==> config.mk <==
export PLATFORM = sky130hd
export DESIGN_NAME = pll_reset_sequencer
export DESIGN_NICKNAME = d
export VERILOG_FILES = /design/src/rtl/pll_reset_sequencer.sv
export SDC_FILE = /design/constraint.sdc
export NUM_CORES = 1
export LEC_CHECK = 0
export CAP_MARGIN = 20
export CELL_PAD_IN_SITES_DETAIL_PLACEMENT = 0
export CELL_PAD_IN_SITES_GLOBAL_PLACEMENT = 2
export CORE_MARGIN = 8
export CORE_UTILIZATION = 35
export DETAILED_ROUTE_END_ITERATION = 8
export PLACE_DENSITY = 0.89
export SLEW_MARGIN = 40
export SYNTH_ARGS = -nofsm -noshare
export SYNTH_HDL_FRONTEND = slang
export SYNTH_SLANG_ARGS = --single-unit
==> constraint.sdc <==
create_clock -name clk -period 4.4 [get_ports clk]
set_clock_uncertainty 0.2 [all_clocks]
set_input_delay 0.88 -clock clk [delete_from_list [all_inputs] [get_ports clk]]
set_output_delay 0.88 -clock clk [all_outputs]
set_load 0.005 [all_outputs]
==> src/rtl/pll_reset_sequencer.sv <==
// Turns the raw PLL lock into a qualified, held core reset for the J1 clock domain.
// Also keeps a saturating count of lock losses seen while running.
module pll_reset_sequencer #(
    parameter int SYNC_STAGES        = 2,
    parameter int LOCK_STABLE_CYCLES = 1024,
    parameter int RESET_HOLD_CYCLES  = 16,
    parameter int CNT_WIDTH          = 16,
    parameter int LOSS_WIDTH         = 8
) (
    input  logic                  clk,
    input  logic                  reset,
    input  logic                  isLocked,
    output logic                  coreReset,
    output logic                  isReady,
    output logic [LOSS_WIDTH-1:0] lockLossCount,
    output logic [1:0]            state
);

    typedef enum logic [1:0] {
        WAIT_LOCK    = 2'b00,
        LOCK_QUALIFY = 2'b01,
        HOLD         = 2'b10,
        RUN          = 2'b11
    } seqState_t;

    localparam int MAX_COUNT = (LOCK_STABLE_CYCLES > RESET_HOLD_CYCLES) ?
                               LOCK_STABLE_CYCLES : RESET_HOLD_CYCLES;

    // Reject parameter sets the counter or synchronizer cannot support.
    generate
        if (CNT_WIDTH < 32 && MAX_COUNT >= (1 << CNT_WIDTH)) begin : gBadCntWidth
            $error("pll_reset_sequencer: CNT_WIDTH too small for cycle counts");
        end
        if (SYNC_STAGES < 2 || SYNC_STAGES > 4) begin : gBadSyncStages
            $error("pll_reset_sequencer: SYNC_STAGES must be 2..4");
        end
        if (LOCK_STABLE_CYCLES < 1 || RESET_HOLD_CYCLES < 1) begin : gBadCycles
            $error("pll_reset_sequencer: cycle counts must be at least 1");
        end
    endgenerate

    localparam logic [CNT_WIDTH-1:0] STABLE_LAST = CNT_WIDTH'(LOCK_STABLE_CYCLES);
    localparam logic [CNT_WIDTH-1:0] HOLD_LAST   = CNT_WIDTH'(RESET_HOLD_CYCLES);

    logic [SYNC_STAGES-1:0] syncChain;
    logic                   lockSync;
    seqState_t              currentState;
    logic [CNT_WIDTH-1:0]   counter;

    assign lockSync = syncChain[SYNC_STAGES-1];
    assign state    = currentState;

    always_ff @(posedge clk) begin
        if (reset) begin
            syncChain <= '0;
        end else begin
            syncChain <= {syncChain[SYNC_STAGES-2:0], isLocked};
        end
    end

    // Any captured low outside RUN silently restarts qualification; only RUN losses count.
    always_ff @(posedge clk) begin
        if (reset) begin
            currentState  <= WAIT_LOCK;
            counter       <= '0;
            coreReset     <= 1'b1;
            isReady       <= 1'b0;
            lockLossCount <= '0;
        end else begin
            coreReset <= 1'b1;
            isReady   <= 1'b0;
            case (currentState)
                WAIT_LOCK: begin
                    if (lockSync) begin
                        currentState <= LOCK_QUALIFY;
                        counter      <= CNT_WIDTH'(1);
                    end else begin
                        counter <= '0;
                    end
                end
                LOCK_QUALIFY: begin
                    if (!lockSync) begin
                        currentState <= WAIT_LOCK;
                        counter      <= '0;
                    end else if (counter == STABLE_LAST) begin
                        currentState <= HOLD;
                        counter      <= CNT_WIDTH'(1);
                    end else begin
                        counter <= counter + 1'b1;
                    end
                end
                HOLD: begin
                    if (!lockSync) begin
                        currentState <= WAIT_LOCK;
                        counter      <= '0;
                    end else if (counter == HOLD_LAST) begin
                        currentState <= RUN;
                        counter      <= '0;
                        coreReset    <= 1'b0;
                        isReady      <= 1'b1;
                    end else begin
                        counter <= counter + 1'b1;
                    end
                end
                RUN: begin
                    if (!lockSync) begin
                        currentState <= WAIT_LOCK;
                        counter      <= '0;
                        if (lockLossCount != '1) begin
                            lockLossCount <= lockLossCount + 1'b1;
                        end
                    end else begin
                        coreReset <= 1'b0;
                        isReady   <= 1'b1;
                    end
                end
                default: begin
                    currentState <= WAIT_LOCK;
                    counter      <= '0;
                end
            endcase
        end
    end

endmodule

==> flow_summary.yaml, run 1 <==
cts:
  htree_levels: 2
  clkTransAtPathRegs_ns: 0.07
  clk_latency_ns: 0.28
  clock_path_buffers: 2
  cts-buffers-inserted: 5
  cts_tree: "built"
  cts_resized: 0
  holdBufCountCts: 0
  postCtsSetupBuffers: 0
  root_buffer: "clkbuf_8"
  cts.sinks: 30
sta:
  layout_min_cycle_time_ns: 2.527
  rsz0062_at_grt: "false"
  hold_viol_final: 0
  slew_headroom_pct: 62.42
  period_share_pct: 57.42
  drv_slew: 0
  fin_setup_tns_ns: 0
  max_freq_ghz: 0.3958
  tightest_slew_ns: 0.5636
  setup_slack_ns: 1.873
  setup_violations: 0
placement:
  io_buffers: 14
  gp_congestion: 0.8024
  post-place-ws_ns: 1.858
  place.detailed.hpwl_microns: 2423
  dp.cells: 231
pwr:
  power_w: 0.0005430
  vdd_drop_max_mv: 0.1375
  cellPowerDensity_mw_per_mm2: 303.7
  p_leak_nw: 0.5944
grt:
  track_usage_pct: 11.24
  grt-ovfl-total: 0
  antenna_found_initial: 0
  grt_pass1_vias: 1243
  grt_pass1_wl_microns: 5837
  grt_max_degree: 15
critical_path:
  crit_fanout: 10
  cp_top_family: "buffers and inverters"
  slowest_delay_ns: 0.60
  required_ns: 3.32
  path_cells: "clkdlybuf4s50_1"
  cp_data_arrival_time_ns: 1.45
  critPathLaunchType: "register"
  cp_num_buf_inv: 1
  slowest_stage: "clkdlybuf4s50_1"
  end_kind: "output port"
  crit_type: "reg2out"
synth:
  synth_cells: 171
  ys_seq_area_share_pct: 39.70
  ys_warn_count: 0
  synth_cell_types: 40
  synth_nets: 177
  avgSynthCellArea_sq_um: 8.846
  synth_seq_cells: 30
  syn_area_sq_mm: 0.001513
routing:
  vias: 1233
  wl_per_cell_microns: 13.87
  routed_wl_microns: 3316
  drc: 0
  antenna_left: 0
  drt-initial-drc-count: 57
  viasPerCell: 5.159
  dr.pass1.iters: 4
die:
  core_sq_mm: 0.004264
  die_width_microns: 81.74
  die_area_sq_mm: 0.006681
  io_pins: 15
  initial_utilization_pct: 35.48
  chipHeight_microns: 81.74
  rows: 24
cells_and_area:
  diodes: 0
  drive_above_1_share_pct: 10.16
  syn_to_final_growth_pct: 18.20
  final_cell_count_no_fill: 239
  nets: 192
run_status:
  status: "finished, final reports clean"
run:
  cap_violations: 0
min_path:
  holdCritPathClass: "reg2reg"
worst register-to-register path, cell delays in order (launching register included):
cell,delay (ns)
dfxtp_1,0.37
inv_1,0.13
ha_1,0.15
nor4b_1,0.23
and4_1,0.46
a21oi_1,0.18
o21ai_2,0.49
nor2_1,0.11
metal layers:
layer	routed length (microns)	GRT usage, %	share of wire (%)	vias up
met1	1452	12.57	44	582
met4	65	4.737	2.0	0
met3	187	4.595	5.6	7
li1	-	-	-	617
met5	0	0	0	-
met2	1610	18.47	49	27
report_power, final:
group | internal [W] | switching (W)
clock network | 0.000158 | 0.000101
registers | 0.000273 | 0.00000228
logic | 0.00000414 | 0.00000496
cell usage in the layout, fill, tap and decap left out:
cell	n
nand4_4	1
nor2b_1	5
nor2_1	25
nor4_4	1
o21ai_2	1
a31oi_1	2
a41oi_1	1
nor4_1	1
ha_1	3
xnor2_1	9
a21o_1	1
a211o_1	1
nand4_1	5
o21ai_0	3
nand3_2	1
o211ai_2	1
nand4b_1	1
nand4_2	1
clkdlybuf4s50_1	14
dfxtp_1	30
and3_1	5
nand2b_1	2
xor2_1	9
clkbuf_8	8
a211oi_2	2
mux2i_1	2
nor3_1	6
inv_1	10
nor2_2	1
nor4b_1	1
nand2_1	15
and4_1	2
a211oi_1	2
nand3b_1	2
a211oi_4	1
or3_4	1
o211ai_1	2
nand3_1	4
a21oi_1	5
synthesized netlist by cell type:
| library cell | count | area, sq um |
|---|---|---|
| or3_4 | 1 | 11.26 |
| nand3b_1 | 2 | 15.01 |
| o211ai_1 | 2 | 15.01 |
| a21oi_1 | 5 | 25.02 |
| a211o_1 | 1 | 8.760 |
| nand2b_1 | 2 | 12.51 |
| nand3_1 | 4 | 20.02 |
| clkbuf_1 | 2 | 7.510 |
| nand4_2 | 1 | 12.51 |
| nand4_4 | 1 | 21.27 |
| o21ai_2 | 1 | 8.760 |
| nor2b_1 | 5 | 31.28 |
| xnor2_1 | 9 | 78.83 |
| a211oi_2 | 2 | 25.02 |
| nor2_1 | 25 | 93.84 |
| buf_6 | 2 | 22.52 |
| inv_1 | 10 | 37.54 |
| o21ai_0 | 3 | 15.01 |
| nor4b_1 | 1 | 8.760 |
| nand4_1 | 5 | 31.28 |
| a31oi_1 | 2 | 12.51 |
| nor3_1 | 6 | 30.03 |
| nand3_2 | 1 | 10.01 |
| and4_1 | 2 | 17.52 |
| nor2_2 | 1 | 6.260 |
| dfxtp_1 | 30 | 600.6 |
| nand4b_1 | 1 | 8.760 |
| nor4_4 | 1 | 21.27 |
| xor2_1 | 9 | 78.83 |
| buf_2 | 2 | 10.01 |
| a41oi_1 | 1 | 8.760 |
| mux2i_1 | 2 | 20.02 |
| a21o_1 | 1 | 7.510 |
| and3_1 | 5 | 31.28 |
| o211ai_2 | 1 | 12.51 |
| ha_1 | 3 | 37.54 |
| a211oi_1 | 2 | 15.01 |
| nor4_1 | 1 | 6.260 |
| a211oi_4 | 1 | 20.02 |
| nand2_1 | 15 | 56.30 |
final timing paths:
| path | startpoint | endpoint | slack (ns) | cells after the start |
|---|---|---|---|---|
| setup / recovery | state[1]$_SDFFE_PP0P_ | state[1] | 1.87 | 1 |
| hold / removal | syncChain[0]$_SDFF_PP0_ | syncChain[1]$_SDFF_PP0_ | 0.25 | 1 |
| setup reg to reg | counter[0]$_SDFFE_PP0P_ | counter[9]$_SDFFE_PP0P_ | 1.93 | 7 |
| hold reg to reg | syncChain[0]$_SDFF_PP0_ | syncChain[1]$_SDFF_PP0_ | 0.25 | 1 |
layout make-up:
class | count | area (sq um)
inverter | 10 | 37.54
timing repair buffer | 14 | 140.1
sequential | 30 | 600.6
fill | 429 | 2476
tap | 52 | 65.06
clock buffer | 8 | 110.1
multi-input combinational | 125 | 834.6
metrics by stage:
step	hold WS, ns	util, %	area, sq um
global route	0.2730	41.93	1788
floorplan	0.2138	-	1513
CTS	0.2527	41.93	1788
finish	0.2521	41.93	1788
global placement	0.2210	39.35	1678
detailed placement	0.2370	39.35	1678
sequential cells by signal, indices dropped and copies added (netlist names):
register       flops
lockLossCount      8
counter           16
syncChain          2
coreReset          1
state              2
isReady            1
cells by family (layout without fill, tap and decap cells):
kind of cell / count (synthesis) / in the layout / share of synthesized area, %
flops: 30 / 30 / 39.70
fa+ha+maj: 3 / 3 / 2.482
compound gates: 22 / 22 / 11.50
mux: 2 / 2 / 1.323
buf+inv: 16 / 32 / 5.129
xor+xnor: 18 / 18 / 10.42
simple gates: 80 / 80 / 29.45
Power figures use the tool's default switching activity.
==> run 2: changes to the inputs <==
--- a/config.mk
+++ b/config.mk
@@ -9,9 +9,9 @@
 export CELL_PAD_IN_SITES_DETAIL_PLACEMENT = 0
 export CELL_PAD_IN_SITES_GLOBAL_PLACEMENT = 2
 export CORE_MARGIN = 8
-export CORE_UTILIZATION = 35
+export CORE_UTILIZATION = 34
 export DETAILED_ROUTE_END_ITERATION = 8
-export PLACE_DENSITY = 0.89
+export PLACE_DENSITY = 0.87
 export SLEW_MARGIN = 40
 export SYNTH_ARGS = -nofsm -noshare
 export SYNTH_HDL_FRONTEND = slang
==> constraint.sdc (replaced) <==
create_clock -name clk -period 2.44 [get_ports clk]
set_clock_uncertainty 0.2 [all_clocks]
set_input_delay 0.488 -clock clk [delete_from_list [all_inputs] [get_ports clk]]
set_output_delay 0.488 -clock clk [all_outputs]
set_load 0.005 [all_outputs]
==> run 2 against run 1 <==
Design area up 0.91%. Register-to-register slack worse by 1.6 ns. Sequential power up 80%. Wire length down 2.3%. Final cell count up 0.84%. Non-clock buffer count up 2. First-iteration DRC count rose to 2.7 times the previous value. Critical endpoint is now counter[6]$_SDFFE_PP0P_.
==> flow_summary.yaml, run 2 (same netlist as run 1, synthesis figures left out) <==
run_status:
  status: "finished, final reports clean"
pwr:
  vdd_drop_max_mv: 0.2833
  cellPowerDensity_mw_per_mm2: 544.5
  p_comb_share_pct: 1.8
  clock_power_share_pct: 47.7
  p_leak_nw: 0.6038
  power.internal_w: 0.0007854
  swShare_pct: 20.05
  switchingPower_w: 0.0001970
  pwr-share-seq_pct: 50.5
critical_path:
  rr_endpoint: "counter[6]$_SDFFE_PP0P_"
  reg2reg_slack_ns: 0.29
  r2r_cells: 8
  cp_data_arrival_time_ns: 2.11
  crit_type: "reg2reg"
  end_kind: "register"
  worstReg2RegStart: "counter[0]$_SDFFE_PP0P_"
  critPathLaunchType: "register"
  crit_fanout: 12
  required_ns: 2.41
sta:
  slew_headroom_pct: 72.34
  tightest_slew_ns: 0.4141
  setup_violations: 0
  drv_slew: 0
  rsz0062_at_grt: "false"
  period_share_pct: 87.94
  fin_setup_tns_ns: 0
  hold_viol_final: 0
  layout_min_cycle_time_ns: 2.146
  max_freq_ghz: 0.4661
placement:
  dp.cells: 233
  io_buffers: 14
  gp_congestion: 0.7654
  place.detailed.hpwl_microns: 2406
grt:
  grt_pass1_wl_microns: 5630
  antenna_found_initial: 0
  track_usage_pct: 10.71
  grt_max_degree: 13
  grt_pass1_vias: 1218
  grt-ovfl-total: 0
cells_and_area:
  reg.largest.list: "counter: 16 flops, lockLossCount: 8 flops"
  drive_above_1_share_pct: 11.64
  syn_to_final_growth_pct: 19.27
  diodes: 0
  regMostFlops: "counter"
  final_cell_count_no_fill: 241
  largest_reg_flops: 16
  final_cell_mix: "dfxtp_1, nor2_1, nand2_1"
  final_common_cell: "dfxtp_1"
  nets: 194
routing:
  wl_per_cell_microns: 13.45
  top_layer: "met4"
  viasPerCell: 5.050
  drt-initial-drc-count: 153
  wirelength_met1_microns: 1500
  antenna_left: 0
  met3WireLength_microns: 162
  routed_wl_microns: 3241
  wl_met2_microns: 1536
  vias: 1217
  dr.pass1.iters: 4
  drc: 0
cts:
  htree_levels: 2
  clk_latency_ns: 0.28
  root_buffer: "clkbuf_8"
  clkTransAtPathRegs_ns: 0.06
  cts.sinks: 30
  clock_path_buffers: 2
  cts_tree: "built"
  cts-buffers-inserted: 5
  postCtsSetupBuffers: 0
min_path:
  holdCritPathClass: "reg2reg"
  whs_path_depth: 1
  min_from: "syncChain[0]$_SDFF_PP0_"
  whs_endpoint: "syncChain[1]$_SDFF_PP0_"
die:
  rows: 24
  die_area_sq_mm: 0.006839
  die_width_microns: 82.70
  initial_utilization_pct: 34.98
  chipHeight_microns: 82.70
  core_sq_mm: 0.004324
  io_pins: 15
run:
  cap_violations: 0
## run 2: what timing repair did
| action | in CTS | in global routing |
|---|---|---|
| setup endpoints to repair | 0 | 10 |
| gates resized for setup | 0 | 1 |
| hold buffers | 0 | 0 |
## run 2: worst max-delay path by stage
stage,cells past startpoint,to,start
after detailed placement,8,counter[4]$_SDFFE_PP0P_,counter[0]$_SDFFE_PP0P_
final,8,counter[6]$_SDFFE_PP0P_,counter[0]$_SDFFE_PP0P_
after global routing,8,counter[3]$_SDFFE_PP0P_,counter[0]$_SDFFE_PP0P_
after CTS,8,counter[12]$_SDFFE_PP0P_,counter[0]$_SDFFE_PP0P_
after global placement,8,counter[6]$_SDFFE_PP0P_,counter[0]$_SDFFE_PP0P_
after floorplan,8,counter[8]$_SDFFE_PP0P_,counter[0]$_SDFFE_PP0P_
## run 2: area by class of cell
| class | count | area, sq um |
|---|---|---|
| Fill cell | 459 | 2520 |
| Tap cell | 52 | 65.06 |
| Sequential cell | 30 | 600.6 |
| Timing Repair Buffer | 16 | 155.1 |
| Multi-Input combinational cell | 125 | 835.8 |
| Inverter | 10 | 37.54 |
| Clock buffer | 8 | 110.1 |
## run 2: power by group through the flow
stage               Sequential [W]  Clock [W]  Combinational [W]
finish                    0.000496   0.000468          0.0000180
global route              0.000496   0.000508          0.0000197
CTS                       0.000496   0.000482          0.0000179
detailed placement        0.000507          0          0.0000177
global placement          0.000507          0          0.0000175
floorplan                 0.000505          0          0.0000119
## run 2: metrics by stage
step | setup slack, ns | cell area [sq um] | power (W) | utilization (%) | hold slack [ns]
floorplan | 0.5086 | 1513 | 0.0005172 | - | 0.2138
global placement | 0.3432 | 1693 | 0.0005243 | 39.15 | 0.2170
detailed placement | 0.2870 | 1693 | 0.0005247 | 39.15 | 0.2308
CTS | 0.2650 | 1803 | 0.0009959 | 41.70 | 0.2457
global route | 0.07995 | 1804 | 0.001024 | 41.72 | 0.2586
finish | 0.2944 | 1804 | 0.0009823 | 41.72 | 0.2409
## run 2: critical path, cell delays in order (launching register included)
cell and delay [ns]:
dfxtp_1 0.37, inv_1 0.12, ha_1 0.16, nor4b_1 0.23
and4_2 0.41, a31oi_1 0.13, o21ai_2 0.15, buf_4 0.20
nor2_1 0.07
## run 2: per-layer routing
metal / vias to the layer above / track usage, %
met1: 569 / 12.35
met4: 0 / 4.655
met5: - / 0
met2: 20 / 17.40
met3: 4 / 3.896
li1: 624 / -
